==> config.mk <==
export PLATFORM = sky130hd
export DESIGN_NAME = i2c_master_slave
export DESIGN_NICKNAME = d
export VERILOG_FILES = /design/src/rtl/i2c_master_slave_pkg.sv /design/src/rtl/i2c_master_slave_master.sv /design/src/rtl/i2c_master_slave_slave.sv /design/src/rtl/i2c_master_slave.sv
export SDC_FILE = /design/constraint.sdc
export NUM_CORES = 1
export LEC_CHECK = 0
export ABC_CLOCK_PERIOD_IN_PS = 6200
export CAP_MARGIN = 10
export CELL_PAD_IN_SITES_DETAIL_PLACEMENT = 1
export CELL_PAD_IN_SITES_GLOBAL_PLACEMENT = 1
export CORE_MARGIN = 2
export CORE_UTILIZATION = 49
export CTS_CLUSTER_DIAMETER = 30
export DETAILED_ROUTE_END_ITERATION = 8
export GPL_ROUTABILITY_DRIVEN = 0
export GPL_TIMING_DRIVEN = 0
export MAX_ROUTING_LAYER = met4
export PLACE_DENSITY_LB_ADDON = 0.1
export SLEW_MARGIN = 20
export SYNTH_ARGS = -nofsm -noshare
export SYNTH_HDL_FRONTEND = slang
export SYNTH_SLANG_ARGS = --single-unit
==> constraint.sdc <==
create_clock -name clk -period 6.2 [get_ports clk]
set_clock_uncertainty 0.2 [all_clocks]
set_input_delay 0.93 -clock clk [delete_from_list [all_inputs] [get_ports clk]]
set_output_delay 0.93 -clock clk [all_outputs]
set_load 0.02 [all_outputs]
==> src/rtl/i2c_master_slave_pkg.sv <==
// Shared types and defaults for the I2C master/slave pair.
package i2c_master_slave_pkg;

  localparam logic [6:0]  DEFAULT_ADDR    = 7'h50;
  localparam int unsigned DEFAULT_SCL_DIV = 4;

  typedef enum logic [2:0] {
    M_IDLE,
    M_START,
    M_ADDR,
    M_ADDR_ACK,
    M_DATA,
    M_DATA_ACK,
    M_STOP
  } master_state_e;

  typedef enum logic [2:0] {
    S_IDLE,
    S_ADDR,
    S_ADDR_ACK,
    S_WRITE,
    S_WR_ACK,
    S_READ,
    S_RD_ACK,
    S_IGNORE
  } slave_state_e;

endpackage

==> src/rtl/i2c_master_slave_master.sv <==
// I2C master: generates SCL and runs one single-byte transaction per
// START/STOP pair while enabled.
module i2c_master
  import i2c_master_slave_pkg::*;
#(
  parameter logic [6:0]  TARGET_ADDR = DEFAULT_ADDR,
  parameter int unsigned SCL_DIV     = DEFAULT_SCL_DIV
) (
  input  logic       clk,
  input  logic       rst,
  input  logic       enable,
  input  logic       read_write,
  input  logic [7:0] data_write,
  input  logic       sda,
  output logic       scl,
  output logic       sda_pull,
  output logic [7:0] data
);

  localparam int unsigned   CW        = $clog2(SCL_DIV);
  localparam logic [CW-1:0] HALF      = CW'(SCL_DIV / 2);
  localparam logic [CW-1:0] LAST      = CW'(SCL_DIV - 1);
  // SDA is registered, so it is loaded one cycle before the point it must appear
  localparam logic [CW-1:0] LOAD_LOW  = CW'((SCL_DIV / 2) / 2 - 1);
  localparam logic [CW-1:0] LOAD_HIGH = CW'(SCL_DIV / 2 + (SCL_DIV / 2) / 2 - 1);

  master_state_e state, state_nxt;
  logic [CW-1:0] cnt;
  logic [2:0]    bit_cnt;
  logic [7:0]    addr_byte, wdata_lat, rx;
  logic          rw_lat, ack_ok, pull_nxt, period_end;

  assign period_end = (cnt == LAST);

  // State register
  always_ff @(posedge clk or posedge rst) begin
    if (rst) state <= M_IDLE;
    else     state <= state_nxt;
  end

  // Next state: advance only at the end of an SCL period
  always_comb begin
    state_nxt = state;
    if (period_end) begin
      case (state)
        M_IDLE:     if (enable) state_nxt = M_START;
        M_START:    state_nxt = M_ADDR;
        M_ADDR:     if (bit_cnt == 3'd0) state_nxt = M_ADDR_ACK;
        M_ADDR_ACK: state_nxt = ack_ok ? M_DATA : M_STOP;
        M_DATA:     if (bit_cnt == 3'd0) state_nxt = M_DATA_ACK;
        M_DATA_ACK: state_nxt = M_STOP;
        M_STOP:     state_nxt = M_IDLE;
        default:    state_nxt = M_IDLE;
      endcase
    end
  end

  // Outputs: SCL shape per state and the SDA pull level for the next load point
  always_comb begin
    scl      = (cnt >= HALF);
    pull_nxt = 1'b0;
    case (state)
      M_IDLE:  scl = 1'b1;
      M_START: begin
        scl      = (cnt < HALF);
        pull_nxt = 1'b1;
      end
      M_ADDR:  pull_nxt = ~addr_byte[bit_cnt];
      M_DATA:  pull_nxt = rw_lat & ~wdata_lat[bit_cnt];
      M_STOP:  pull_nxt = (cnt == LOAD_LOW);
      default: pull_nxt = 1'b0;
    endcase
  end

  // Datapath: period counter, bit counter, latches, SDA drive and read capture
  always_ff @(posedge clk or posedge rst) begin
    if (rst) begin
      cnt       <= '0;
      bit_cnt   <= 3'd7;
      addr_byte <= '0;
      wdata_lat <= '0;
      rw_lat    <= 1'b0;
      ack_ok    <= 1'b0;
      rx        <= '0;
      data      <= '0;
      sda_pull  <= 1'b0;
    end else begin
      cnt <= period_end ? '0 : cnt + CW'(1);
      if (cnt == LOAD_LOW || (state == M_STOP && cnt == LOAD_HIGH))
        sda_pull <= pull_nxt;
      if (period_end) begin
        if (state_nxt != state)                     bit_cnt <= 3'd7;
        else if (state == M_ADDR || state == M_DATA) bit_cnt <= bit_cnt - 3'd1;
        if (state == M_IDLE && state_nxt == M_START) begin
          addr_byte <= {TARGET_ADDR, ~read_write};
          wdata_lat <= data_write;
          rw_lat    <= read_write;
        end
      end
      if (cnt == HALF) begin
        if (state == M_ADDR_ACK)             ack_ok <= ~sda;
        if (state == M_DATA && !rw_lat)      rx     <= {rx[6:0], sda};
        if (state == M_DATA_ACK && !rw_lat)  data   <= rx;
      end
    end
  end

endmodule

==> src/rtl/i2c_master_slave_slave.sv <==
// I2C slave: oversamples SCL/SDA in the clk domain, answers one address,
// stores written bytes and returns the stored byte on reads.
module i2c_slave
  import i2c_master_slave_pkg::*;
#(
  parameter logic [6:0] SLAVE_ADDR = DEFAULT_ADDR
) (
  input  logic       clk,
  input  logic       rst,
  input  logic       enable,
  input  logic       scl,
  input  logic       sda,
  output logic       sda_pull,
  output logic [7:0] data_received
);

  slave_state_e state, state_nxt;
  logic       scl_q, sda_q, scl_rise, scl_fall, start_cond, stop_cond;
  logic [3:0] bit_cnt;
  logic [7:0] sr, sr_in;

  // Bus events from comparison with the previous-cycle sample
  always_comb begin
    scl_rise   = scl & ~scl_q;
    scl_fall   = ~scl & scl_q;
    start_cond = scl & scl_q & sda_q & ~sda;
    stop_cond  = scl & scl_q & ~sda_q & sda;
    sr_in      = {sr[6:0], sda};
  end

  // State register
  always_ff @(posedge clk or posedge rst) begin
    if (rst) state <= S_IDLE;
    else     state <= state_nxt;
  end

  // Next state: STOP/START win, otherwise progress on SCL falling edges
  always_comb begin
    state_nxt = state;
    if (stop_cond)
      state_nxt = S_IDLE;
    else if (start_cond && (enable || state != S_IDLE))
      state_nxt = S_ADDR;
    else if (scl_fall) begin
      case (state)
        S_ADDR:     if (bit_cnt == 4'd8)
                      state_nxt = (sr[7:1] == SLAVE_ADDR) ? S_ADDR_ACK : S_IGNORE;
        S_ADDR_ACK: state_nxt = sr[0] ? S_READ : S_WRITE;
        S_WRITE:    if (bit_cnt == 4'd8) state_nxt = S_WR_ACK;
        S_WR_ACK:   state_nxt = S_IDLE;
        S_READ:     if (bit_cnt == 4'd8) state_nxt = S_RD_ACK;
        S_RD_ACK:   state_nxt = S_IDLE;
        default:    state_nxt = state;
      endcase
    end
  end

  // Output: pull SDA for ACKs and for zero bits while transmitting
  always_comb begin
    sda_pull = 1'b0;
    case (state)
      S_ADDR_ACK, S_WR_ACK: sda_pull = 1'b1;
      S_READ:               sda_pull = ~sr[7];
      default:              sda_pull = 1'b0;
    endcase
  end

  // Datapath: edge history, bit counting, shift register, received byte
  always_ff @(posedge clk or posedge rst) begin
    if (rst) begin
      scl_q         <= 1'b1;
      sda_q         <= 1'b1;
      bit_cnt       <= '0;
      sr            <= '0;
      data_received <= '0;
    end else begin
      scl_q <= scl;
      sda_q <= sda;
      if (stop_cond || start_cond || state_nxt != state)
        bit_cnt <= '0;
      else if (scl_rise && bit_cnt != 4'd8 &&
               (state == S_ADDR || state == S_WRITE || state == S_READ))
        bit_cnt <= bit_cnt + 4'd1;
      if (state == S_ADDR_ACK && state_nxt == S_READ)
        sr <= data_received;
      else if (state == S_READ && scl_fall && bit_cnt != 4'd8)
        sr <= {sr[6:0], 1'b0};
      else if (scl_rise && bit_cnt != 4'd8 && (state == S_ADDR || state == S_WRITE))
        sr <= sr_in;
      if (state == S_WRITE && scl_rise && bit_cnt == 4'd7 && !stop_cond && !start_cond)
        data_received <= sr_in;
    end
  end

endmodule

==> src/rtl/i2c_master_slave.sv <==
// Top: master and slave sharing an internal open-drain SDA line.
module i2c_master_slave
  import i2c_master_slave_pkg::*;
#(
  parameter logic [6:0]  MASTER_TARGET_ADDR = DEFAULT_ADDR,
  parameter logic [6:0]  SLAVE_ADDR         = DEFAULT_ADDR,
  parameter int unsigned SCL_DIV            = DEFAULT_SCL_DIV
) (
  input  logic       clk,
  input  logic       rst,
  input  logic       enable,
  input  logic       read_write,
  input  logic [7:0] data_write,
  output logic       scl,
  output logic [7:0] data,
  output logic [7:0] data_received
);

  logic sda, master_pull, slave_pull;

  // Wired-AND: the line is high unless someone pulls it low
  assign sda = ~master_pull & ~slave_pull;

  i2c_master #(
    .TARGET_ADDR (MASTER_TARGET_ADDR),
    .SCL_DIV     (SCL_DIV)
  ) u_master (
    .clk        (clk),
    .rst        (rst),
    .enable     (enable),
    .read_write (read_write),
    .data_write (data_write),
    .sda        (sda),
    .scl        (scl),
    .sda_pull   (master_pull),
    .data       (data)
  );

  i2c_slave #(
    .SLAVE_ADDR (SLAVE_ADDR)
  ) u_slave (
    .clk           (clk),
    .rst           (rst),
    .enable        (enable),
    .scl           (scl),
    .sda           (sda),
    .sda_pull      (slave_pull),
    .data_received (data_received)
  );

endmodule

==> impl_results.md <==
- Result of the run: finished clean
- Share of final-layout standard cells stronger than drive strength 1: 0.1976
- Vias in the first global route: 2622
- Overall routing resource usage: 0.2515
- Initial antenna violation count: 0
- Area of the mapped netlist: 3087 sq um
- Sort of element at the end of the critical path: primary output
- Number of cells on the worst hold path: 1
- Post-synth ARST share: 1.000
- Remaining global-route overflow: 0
- Detail-routed net length per standard cell: 19.59 microns
- Shortest period the worst path allows: 3397 ps
- Worst reg2reg path endpoint: u_slave.sr[0]
- CTS root buf: clkbuf_8
- Standard cell core area: 5991 sq um
- Max Clk Rate: 294.3 MHz
- Actual transition at the worst max-transition pin: 934.3 ps
- Synth unique cells: 55
- Count of antenna-violating nets left after detailed routing: 0
- Top cells by area in the synthesized netlist: dfrtp_1 46%, mux2_2 10%, dfstp_2 4.3%
- Terminating pin of the worst hold path: u_master.cnt[0]
- Die height: 83.37 microns
- Worst-case clock buffer depth: 2
- Total power of the final layout: 0.001357 W
- Area growth syn-to-layout: 19.01%
- Crit path buffers/inverters: 3
- Via density per instance: 5.960
- Initial core utilization: 0.5152
- Setup slack, reg-to-reg: 3540 ps
- TritonCTS clock tree: built
- Fin Setup TNS: 0 ps
- R2R Path Start: u_master.cnt[0]
- Final core area utilization: 0.6132
- RSZ-0062 raised after global routing: false
- Cell area power density: 369.3 nW/um^2
- Chain of cells forming the critical path: inv_1, ha_1, nor2_1, a21o_4, inv_2, clkdlybuf4s50_1
- Pins over their slew limit: 0
- Final net count: 343
- Placement Rows: 28
- TritonCTS Sinks: 62
- Syn. warnings: 0
- First-pass detailed-route iteration total: 6
- Number of port buffers: 28
- Number of flops mapped to enable cells by yosys: 0
- Clock buffers created by TritonCTS: 9
- Worst r2r path cells: 10
- Die Footprint: 6951 sq um
- Largest area contributor in the netlist: dfrtp_1
- Number of setup buffers added after CTS: 0
- H-tree depth reported by CTS: 3
- Crit-path max FO: 8
- Startpoint of the worst hold path: u_master.cnt[0]
- Horizontal die dimension: 83.37 microns
- Critical Path Slowest Stage Cell: clkdlybuf4s50_1
- Share of synthesized area occupied by flip-flops and latches: 0.5047
- Largest vdd supply drop: 0.0002258 V
- Number of cells produced by synthesis: 284
- DRC violation count after routing: 0
- Count of antenna diodes in the layout: 0
- Critical path type: flip-flop to primary output
- Number of top-level pins: 29
- Clock slew at reported path FFs: 70 ps
- Max capacitance violation total: 0
- Leakage: 1.666 nW
- Final Hold Vio Count: 0
- Clock latency at the later pin of the worst-skew pair: 350 ps
- Pin count of the biggest net entering global routing: 43
- Slew Limit Headroom: 0.3734
- CP peak stage delay: 620 ps
- Number of hold buffers added after CTS: 0
- Path type of the worst min-delay path: flip-flop to flip-flop
- Setup crit start kind: flip-flop
- Final count of negative-setup-slack endpoints: 0
- Post-DP HPWL: 5504 microns
- Detailed-route wire length: 7913 microns
- Largest delay share family, worst path: buffers and inverters
- Post-route fraction of the period consumed by the critical path: 0.5480
- Mean Syn Cell Area: 10.87 sq um
- Total via count after detailed routing: 2408
- Top-area cell type share of the netlist area: 0.4621
- Most instantiated flip-flop cell in the synthesis netlist: dfrtp_1
- Number of register bits inferred by synthesis: 62
- Starting DRT DRC Count: 96
- Data arrival, critical path: 2270 ps
- Crit path required time: 5070 ps
- Post-synth net total: 303
- Post-cts resize count: 0
- Wire length of the first global-routing pass: 13370 microns
## cell type report
| type | count | area (sq um) |
|---|---|---|
| well taps | 75 | 93.84 |
| flip-flops and latches | 62 | 1558 |
| multi-input cells | 190 | 1398 |
| inverters | 19 | 73.82 |
| repair buffers | 29 | 300.3 |
| plain buffers | 13 | 60.06 |
| fillers | 639 | 2317 |
| clock buffers | 10 | 127.6 |
| clock inverters | 6 | 62.56 |
## cells by family after synthesis
logic type / synth area share
flip-flops: 0.5047
adder cells (fa/ha/maj): 0.02837
AO/OA/AOI/OAI: 0.1248
multiplexers: 0.1232
XOR/XNOR: 0.01986
buffers and inverters: 0.04256
AND/OR/NAND/NOR: 0.1565
## placed cells by master (no fill, tap or decap), types with 8 or more instances in the layout
| cell | count |
|---|---|
| a21oi_1 | 17 |
| clkbuf_1 | 10 |
| clkbuf_8 | 9 |
| clkdlybuf4s50_1 | 28 |
| dfrtp_1 | 57 |
| inv_1 | 17 |
| mux2_2 | 28 |
| nand2_1 | 19 |
| nor2_1 | 16 |
| o21ai_0 | 12 |
| o22ai_1 | 8 |
## how the worst max path moves through the flow
stage               startpoint                 end  cells past startpoint
2_1_floorplan              rst     u_master.ack_ok                      1
3_3_place_gp               rst  u_slave.bit_cnt[2]                      2
3_5_place_dp   u_master.cnt[0]                 scl                      6
4_1_cts        u_master.cnt[0]                 scl                      6
5_1_grt        u_master.cnt[0]                 scl                      6
6_report       u_master.cnt[0]                 scl                      6
## per-layer routing
layer | up-vias | share of wire | track usage
li1 | 1101 | - | -
met1 | 1230 | 0.43 | 0.2973
met2 | 60 | 0.52 | 0.4289
met3 | 17 | 0.032 | 0.05666
met4 | 0 | 0.020 | 0.07750
met5 | - | 0 | -
## power breakdown
part / leakage, nW / total, W / internal [W] / switching [W]
Clock: 0.0883 / 0.000354 / 0.000184 / 0.000170
Sequential: 0.810 / 0.000561 / 0.000490 / 0.0000709
Combinational: 0.768 / 0.000441 / 0.000183 / 0.000259
Total: 1.67 / 0.00136 / 0.000857 / 0.000500
## registers in the layout (all words and copies together), names as in the netlist, 4 cells and up
register and flops:
u_slave.bit_cnt 4, u_master.data 8, u_master.wdata_lat 8, u_master.rx 8, u_slave.data_received 8, u_slave.sr 8
## synthesized netlist by cell type, types with 2 or more instances
library cell,n
a21oi_1,17
inv_1,18
xnor2_1,3
mux2_2,28
dfstp_2,5
and3_1,4
clkbuf_1,9
nand4_1,5
a211oi_1,4
nor2_1,16
buf_2,3
or3_1,3
dfrtp_1,57
mux4_2,2
mux2i_1,2
ha_1,7
nand3_1,6
xor2_1,4
o21ai_0,12
nand2b_1,3
nor3b_1,5
o22ai_1,8
a21o_1,2
a31oi_1,4
or4b_2,3
nor2b_1,7
nand2_1,19
## per-stage QoR
step	area, sq um	setup slack (ps)	std cells	hold slack [ps]
floorplan	3087	3537	284	224.2
global placement	3461	2444	387	240.9
detailed placement	3483	3165	388	266.1
CTS	3674	2772	404	284.6
global route	3674	2674	404	297.0
finish	3674	2803	404	280.0
(Power assumes the default switching activity.)
